**config.mk**
```make
export PLATFORM = sky130hd
export DESIGN_NAME = cherry_spawn_ctrl_flat
export DESIGN_NICKNAME = d
export VERILOG_FILES = /design/src/rtl/cherry_spawn_ctrl_if.sv /design/src/rtl/cherry_spawn_ctrl.sv /design/src/flat_wrapper.sv
export SDC_FILE = /design/constraint.sdc
export NUM_CORES = 1
export LEC_CHECK = 0
export ABC_AREA = 1
export CAP_MARGIN = 15
export CORE_ASPECT_RATIO = 0.75
export CORE_UTILIZATION = 40
export CTS_BUF_LIST = sky130_fd_sc_hd__clkbuf_4 sky130_fd_sc_hd__clkbuf_8 sky130_fd_sc_hd__clkbuf_16
export DETAILED_ROUTE_END_ITERATION = 6
export GPL_TIMING_DRIVEN = 0
export SLEW_MARGIN = 20
export SYNTH_ARGS = -nofsm -noshare
export SYNTH_HDL_FRONTEND = slang
export SYNTH_SLANG_ARGS = --single-unit
```
**constraint.sdc**
```tcl
create_clock -name clk -period 2.05 [get_ports clk]
set_input_delay 0.615 -clock clk [delete_from_list [all_inputs] [get_ports clk]]
set_output_delay 0.615 -clock clk [all_outputs]
set_load 0.05 [all_outputs]
```
**src/rtl/cherry_spawn_ctrl_if.sv**
```systemverilog
// Occupancy-check handshake between the cherry spawner and the snake-body checker.
// master: spawner (issues candidate + req), slave: checker (returns ack + hit).
interface cherry_spawn_ctrl_if;
  logic       chk_req;
  logic [9:0] chk_x;
  logic [8:0] chk_y;
  logic       chk_ack;
  logic       chk_hit;

  modport master (
    output chk_req,
    output chk_x,
    output chk_y,
    input  chk_ack,
    input  chk_hit
  );

  modport slave (
    input  chk_req,
    input  chk_x,
    input  chk_y,
    output chk_ack,
    output chk_hit
  );
endinterface

```
**src/rtl/cherry_spawn_ctrl.sv**
```systemverilog
// Cherry spawn controller: after the snake eats the cherry, steps a candidate position
// (LFSR-seeded reload on wrap), asks the occupancy checker whether it overlaps the snake,
// retries on overlap up to MAX_RETRY checks, then commits the position for rendering.
// Optional macro CHERRY_SCORE_EN adds a saturating 8-bit eat counter on port score.
module cherry_spawn_ctrl #(
  parameter int unsigned X_MIN     = 20,
  parameter int unsigned X_MAX     = 570,
  parameter int unsigned Y_MIN     = 20,
  parameter int unsigned Y_MAX     = 400,
  parameter int unsigned X_STEP    = 48,
  parameter int unsigned Y_STEP    = 31,
  parameter int unsigned INIT_X    = 100,
  parameter int unsigned INIT_Y    = 80,
  parameter int unsigned MAX_RETRY = 15
) (
  input  logic                clk,
  input  logic                reset,
  input  logic                eat_req,
  input  logic [5:0]          rand_q,
  cherry_spawn_ctrl_if.master chk,
  output logic [9:0]          cherry_x,
  output logic [8:0]          cherry_y,
  output logic                cherry_valid,
  output logic                spawn_done,
  output logic                retry_exhausted
`ifdef CHERRY_SCORE_EN
  ,
  output logic [7:0]          score
`endif
);

  typedef enum logic [1:0] {StIdle, StGen, StCheck, StPlace} state_e;

  localparam logic [3:0] LastRetry = 4'(MAX_RETRY - 1);

  state_e     state;
  logic [9:0] cand_x;
  logic [8:0] cand_y;
  logic [3:0] retry_cnt;

  logic [10:0] sx;
  logic [9:0]  sy;
  logic [9:0]  next_x;
  logic [8:0]  next_y;

  // Next candidate: step by a fixed stride, reload from the LFSR sample when out of bounds.
  always_comb begin
    sx     = {1'b0, cand_x} + 11'(X_STEP);
    sy     = {1'b0, cand_y} + 10'(Y_STEP);
    next_x = sx[9:0];
    next_y = sy[8:0];
    if (sx >= 11'(X_MAX) || sx <= 11'(X_MIN)) begin
      next_x = 10'(rand_q) + 10'(X_MIN);
    end
    if (sy >= 10'(Y_MAX) || sy <= 10'(Y_MIN)) begin
      next_y = 9'(rand_q) + 9'(Y_MIN);
    end
  end

  // Spawn sequencer with all outputs registered.
  always_ff @(posedge clk or negedge reset) begin
    if (!reset) begin
      state           <= StIdle;
      cherry_x        <= 10'(INIT_X);
      cherry_y        <= 9'(INIT_Y);
      cherry_valid    <= 1'b1;
      cand_x          <= 10'(INIT_X);
      cand_y          <= 9'(INIT_Y);
      chk.chk_req     <= 1'b0;
      chk.chk_x       <= '0;
      chk.chk_y       <= '0;
      spawn_done      <= 1'b0;
      retry_exhausted <= 1'b0;
      retry_cnt       <= '0;
`ifdef CHERRY_SCORE_EN
      score           <= '0;
`endif
    end else begin
      spawn_done <= 1'b0;
      unique case (state)
        StIdle: begin
          if (eat_req) begin
            cherry_valid <= 1'b0;
            retry_cnt    <= '0;
            state        <= StGen;
`ifdef CHERRY_SCORE_EN
            if (score != 8'hff) score <= score + 8'd1;
`endif
          end
        end
        StGen: begin
          cand_x      <= next_x;
          cand_y      <= next_y;
          chk.chk_x   <= next_x;
          chk.chk_y   <= next_y;
          chk.chk_req <= 1'b1;
          state       <= StCheck;
        end
        StCheck: begin
          // No timeout: the checker is trusted to answer eventually.
          if (chk.chk_ack) begin
            chk.chk_req <= 1'b0;
            if (!chk.chk_hit) begin
              state <= StPlace;
            end else if (retry_cnt == LastRetry) begin
              // Out of retries: place on the overlapping candidate and flag it.
              retry_exhausted <= 1'b1;
              state           <= StPlace;
            end else begin
              retry_cnt <= retry_cnt + 4'd1;
              state     <= StGen;
            end
          end
        end
        StPlace: begin
          cherry_x     <= cand_x;
          cherry_y     <= cand_y;
          cherry_valid <= 1'b1;
          spawn_done   <= 1'b1;
          state        <= StIdle;
        end
      endcase
    end
  end

endmodule

```
**src/flat_wrapper.sv**
```systemverilog
// flat-port wrapper written by rule: the top's interface ports become plain ports
module cherry_spawn_ctrl_flat 
#(
  parameter int unsigned X_MIN     = 20,
  parameter int unsigned X_MAX     = 570,
  parameter int unsigned Y_MIN     = 20,
  parameter int unsigned Y_MAX     = 400,
  parameter int unsigned X_STEP    = 48,
  parameter int unsigned Y_STEP    = 31,
  parameter int unsigned INIT_X    = 100,
  parameter int unsigned INIT_Y    = 80,
  parameter int unsigned MAX_RETRY = 15
)
  (clk, reset, eat_req, rand_q, cherry_x, cherry_y, cherry_valid, spawn_done, retry_exhausted, chk_chk_req, chk_chk_x, chk_chk_y, chk_chk_ack, chk_chk_hit);
  cherry_spawn_ctrl_if chk_i ();
  input  logic clk;
  input  logic reset;
  input  logic eat_req;
  input  logic [5:0] rand_q;
  output logic [9:0] cherry_x;
  output logic [8:0] cherry_y;
  output logic cherry_valid;
  output logic spawn_done;
  output logic retry_exhausted;
  output wire logic [$bits(chk_i.chk_req)-1:0] chk_chk_req;
  output wire logic [$bits(chk_i.chk_x)-1:0] chk_chk_x;
  output wire logic [$bits(chk_i.chk_y)-1:0] chk_chk_y;
  input wire logic [$bits(chk_i.chk_ack)-1:0] chk_chk_ack;
  input wire logic [$bits(chk_i.chk_hit)-1:0] chk_chk_hit;
  assign chk_chk_req = chk_i.chk_req;
  assign chk_chk_x = chk_i.chk_x;
  assign chk_chk_y = chk_i.chk_y;
  assign chk_i.chk_ack = chk_chk_ack;
  assign chk_i.chk_hit = chk_chk_hit;
  cherry_spawn_ctrl #(.X_MIN(X_MIN), .X_MAX(X_MAX), .Y_MIN(Y_MIN), .Y_MAX(Y_MAX), .X_STEP(X_STEP), .Y_STEP(Y_STEP), .INIT_X(INIT_X), .INIT_Y(INIT_Y), .MAX_RETRY(MAX_RETRY)) u_core (.clk(clk), .reset(reset), .eat_req(eat_req), .rand_q(rand_q), .chk(chk_i), .cherry_x(cherry_x), .cherry_y(cherry_y), .cherry_valid(cherry_valid), .spawn_done(spawn_done), .retry_exhausted(retry_exhausted));
endmodule
```
==> run_results.csv <==
group,metric,value,unit
run_status,run_status,"finished, final reports clean",
die,die_area,7374,sq um
finish,final_common_cell,"sky130_fd_sc_hd__nand2_1",
yosys,synth_cells,348,
timing,max_slew_margin,54.88,%
timing,part_of_the_cycle_the_worst_path_needs,97.75,%
die,die_height,74.62,um
yosys,synth.ff_latch_count,53,
worst_setup_path,critical_path.endpoint_type,"output port",
worst_setup_path,crit_family,"buffers and inverters",
grt,number_of_global_route_vias_before_repair,2433,
timing,hold_viol_final,0,
placed_design,detailed_place_hpwl,4921,um
worst_setup_path,critPathArrivalTime,1.39,ns
worst_setup_path,worstReg2RegStart,"u_core.cand_y[0]",
routing,postRouteWirelength,6810,um
finish,finish.net_count,435,
finish,drive_above_1_share,22.25,%
routing,total_vias_in_the_final_route,2493,
yosys,post_synthesis_net_count,366,
clocking,cts_inserted_buffers,5,
routing,post-route-drc-count,0,
yosys,yosys_most_used_dff,"sky130_fd_sc_hd__dfrtp_1",
timing,tightestPinTransition,0.6767,ns
yosys,yosys.area_share.adder,3.114,%
placed_design,port-buffer-count,52,
yosys,synth.cell_area,2813,sq um
worst_setup_path,critical-path-max-stage-delay,0.51,ns
worst_setup_path,critical_path.n_buffers_inverters,2,
die,rows,26,
job,drv_cap,0,
finish,most-common-layout-cells,"sky130_fd_sc_hd__nand2_1, sky130_fd_sc_hd__dfrtp_1, sky130_fd_sc_hd__inv_1, sky130_fd_sc_hd__dlygate4sd2_1",
routing,detail_route.first_pass.iterations,4,
clocking,clkTransAtPathRegs,0.10,ns
yosys,synth_mux_area_share,0,%
yosys,synthArstFlopShare,100.0,%
finish,num_antenna_cells,0,
grt,grtUsageTotal,20.01,%
worst_setup_path,timing.critical_path.cells,"buf_4 > dlygate4sd2_1",
yosys,post_synth_and_or_nand_nor_area_fraction,30.07,%
clocking,clock_latency_reported_for_the_late_side_of_the_worst_skew_pair,0.31,ns
placed_design,gp_congestion,0.8591,
worst_setup_path,worstReg2RegEnd,"u_core.chk.chk_y[6]",
yosys,combinational_family_with_the_most_area_after_synthesis,"simple AND/OR/NAND/NOR gates",
clocking,tritoncts,"built",
timing,finClkSkew,0.002892,ns
yosys,synth_sequential_area_ratio,47.64,%
timing,rsz0062_at_grt,"yes",
die,ioPinCount,53,
grt,largest_net_degree_at_the_start_of_global_routing,54,
routing,route.detailed.vias_per_inst,4.966,
timing,min_period,2.004,ns
placed_design,post_place_setup_slack,-0.1616,ns
hold_path,hold_path_class,"input port to asynchronous set/reset pin",
die,die_width,98.83,um
worst_setup_path,crit_slowest_cell,"sky130_fd_sc_hd__dlygate4sd2_1",
yosys,post_synth_xor_area_fraction,1.246,%
finish,area.growth.synth_to_final,30.34,%
routing,1st_iter_drt_viols,106,
timing,max_clock_freq,0.4990,GHz
worst_setup_path,critical_path.startpoint_type,"register",
clocking,htree_levels,2,
clocking,cts_num_sinks,53,
yosys,yosysUniqueCellTypes,30,
routing,antenna_violating_nets_post_route,0,
yosys,synth_edf_count,0,
grt,grt.overflow.total,0,
finish,final_core_util,53.92,%
timing,number_of_failing_setup_endpoints_in_the_final_timing_report,0,
worst_setup_path,reg2reg_setup_slack,0.07,ns
yosys,post_synth.cell_area_avg,8.082,sq um
clocking,clk_path_buf_depth,2,
timing,final-max-slew-violation-count,0,
grt,grt_first_pass_wirelength,11590,um
worst_setup_path,critPathRequiredTime,1.43,ns
clocking,clk_root_buffer_cell,"sky130_fd_sc_hd__clkbuf_8",
timing,fin_ws,0.04607,ns
worst_setup_path,ff2ff_path_depth,15,
grt,antenna_found_initial,0,
clocking,cts_hold_buffers,0,
die,start_util,41.37,%
routing,detail_route.wl_per_cell,13.57,um
worst_setup_path,criticalPathCategory,"register to output port",
worst_setup_path,worst-path-max-fanout,4,
yosys,synth_compound_area_share,8.007,%
yosys,synthesis.yosys.warnings,0,
die,core-area,6799,sq um
## layer usage
| layer | global-route usage [%] | part of all wire (%) | vias to the layer above |
|---|---|---|---|
| li1 | - | - | 1254 |
| met5 | 0 | 0 | - |
| met4 | 5.638 | 1.2 | 0 |
| met2 | 30.23 | 41 | 55 |
| met1 | 29.16 | 53 | 1174 |
| met3 | 4.457 | 4.0 | 10 |
## sequential cells by signal (all words and copies together), names as in the netlist, 2 cells and up
signal and count:
u_core.state 2, u_core.cherry_x 10, u_core.cherry_y 9, u_core.cand_y 9
u_core.cand_x 10, u_core.chk.chk_y 2, u_core.chk.chk_x 3, u_core.retry_cnt 4
## layout make-up
class / count / area (sq um)
inverter: 37 / 143.9
multi-input combinational: 237 / 1279
sequential: 53 / 1341
fill: 653 / 3133
clock buffer: 6 / 82.58
buffer: 21 / 140.1
tap: 84 / 105.1
clock inverter: 2 / 37.54
timing repair buffer: 62 / 536.8
## worst max-delay path by stage
| stage | from | to | cells past startpoint |
|---|---|---|---|
| 2_1_floorplan | u_core.cand_x[5] | u_core.cand_x[4] | 12 |
| 3_3_place_gp | reset | u_core.cand_y[1] | 1 |
| 3_5_place_dp | u_core.cand_y[0] | u_core.chk.chk_y[6] | 15 |
| 4_1_cts | u_core.cand_y[2] | chk_chk_y[2] | 2 |
| 5_1_grt | u_core.cand_y[0] | u_core.chk.chk_y[6] | 15 |
| 6_report | u_core.cand_y[8] | chk_chk_y[8] | 2 |
## stage by stage
stage / setup TNS (ns) / std cells / hold WS [ns] / area [sq um]
final: 0 / 502 / 0.3412 / 3666
after global routing: -0.4910 / 502 / 0.3950 / 3666
after CTS: 0 / 496 / 0.3644 / 3542
after detailed placement: -0.6675 / 484 / 0.4550 / 3436
after global placement: -61.92 / 484 / 0.4521 / 3438
after floorplan: 0 / 348 / 0.3194 / 2813
## repair_timing
action / CTS / global route
gates resized for setup: 48 / 39
setup buffers: 4 / 6
setup endpoints to repair: 51 / 32
pin swaps: 2 / 12
gates cloned: 0 / 0
## kinds of logic after synthesis
kind of cell               count (synthesis)
DFF                                       53
adders and majority gates                  7
and+or+nand+nor                          186
xor gates and xnor gates                   4
AOI/OAI and AO/OA                         40
buffers and inverters                     58
## worst register-to-register path, delay by kind of cell (launching register included)
family | cells | cell delay (ns)
fa+ha+maj | 1 | 0.14
buf+inv | 3 | 0.19
flops | 1 | 0.46
simple gates | 11 | 1.09
## synth_stat cells (all sizes together) (4+ instances only)
cell type	number	area [sq um]
ha	7	87.58
buf	17	125.1
nand2	123	476.7
a21oi	4	20.02
nand4	13	81.33
nor2	14	62.56
inv	36	135.1
o21ai	28	151.4
dfrtp	42	1051
nand3	35	220.2
dfstp	11	289.0
clkbuf	4	15.01
xor2	4	35.03
o22ai	5	31.28
Power is left out: the tool's default activity adds up to more than one toggle a clock period on the data nets, which glitch-free logic cannot reach.
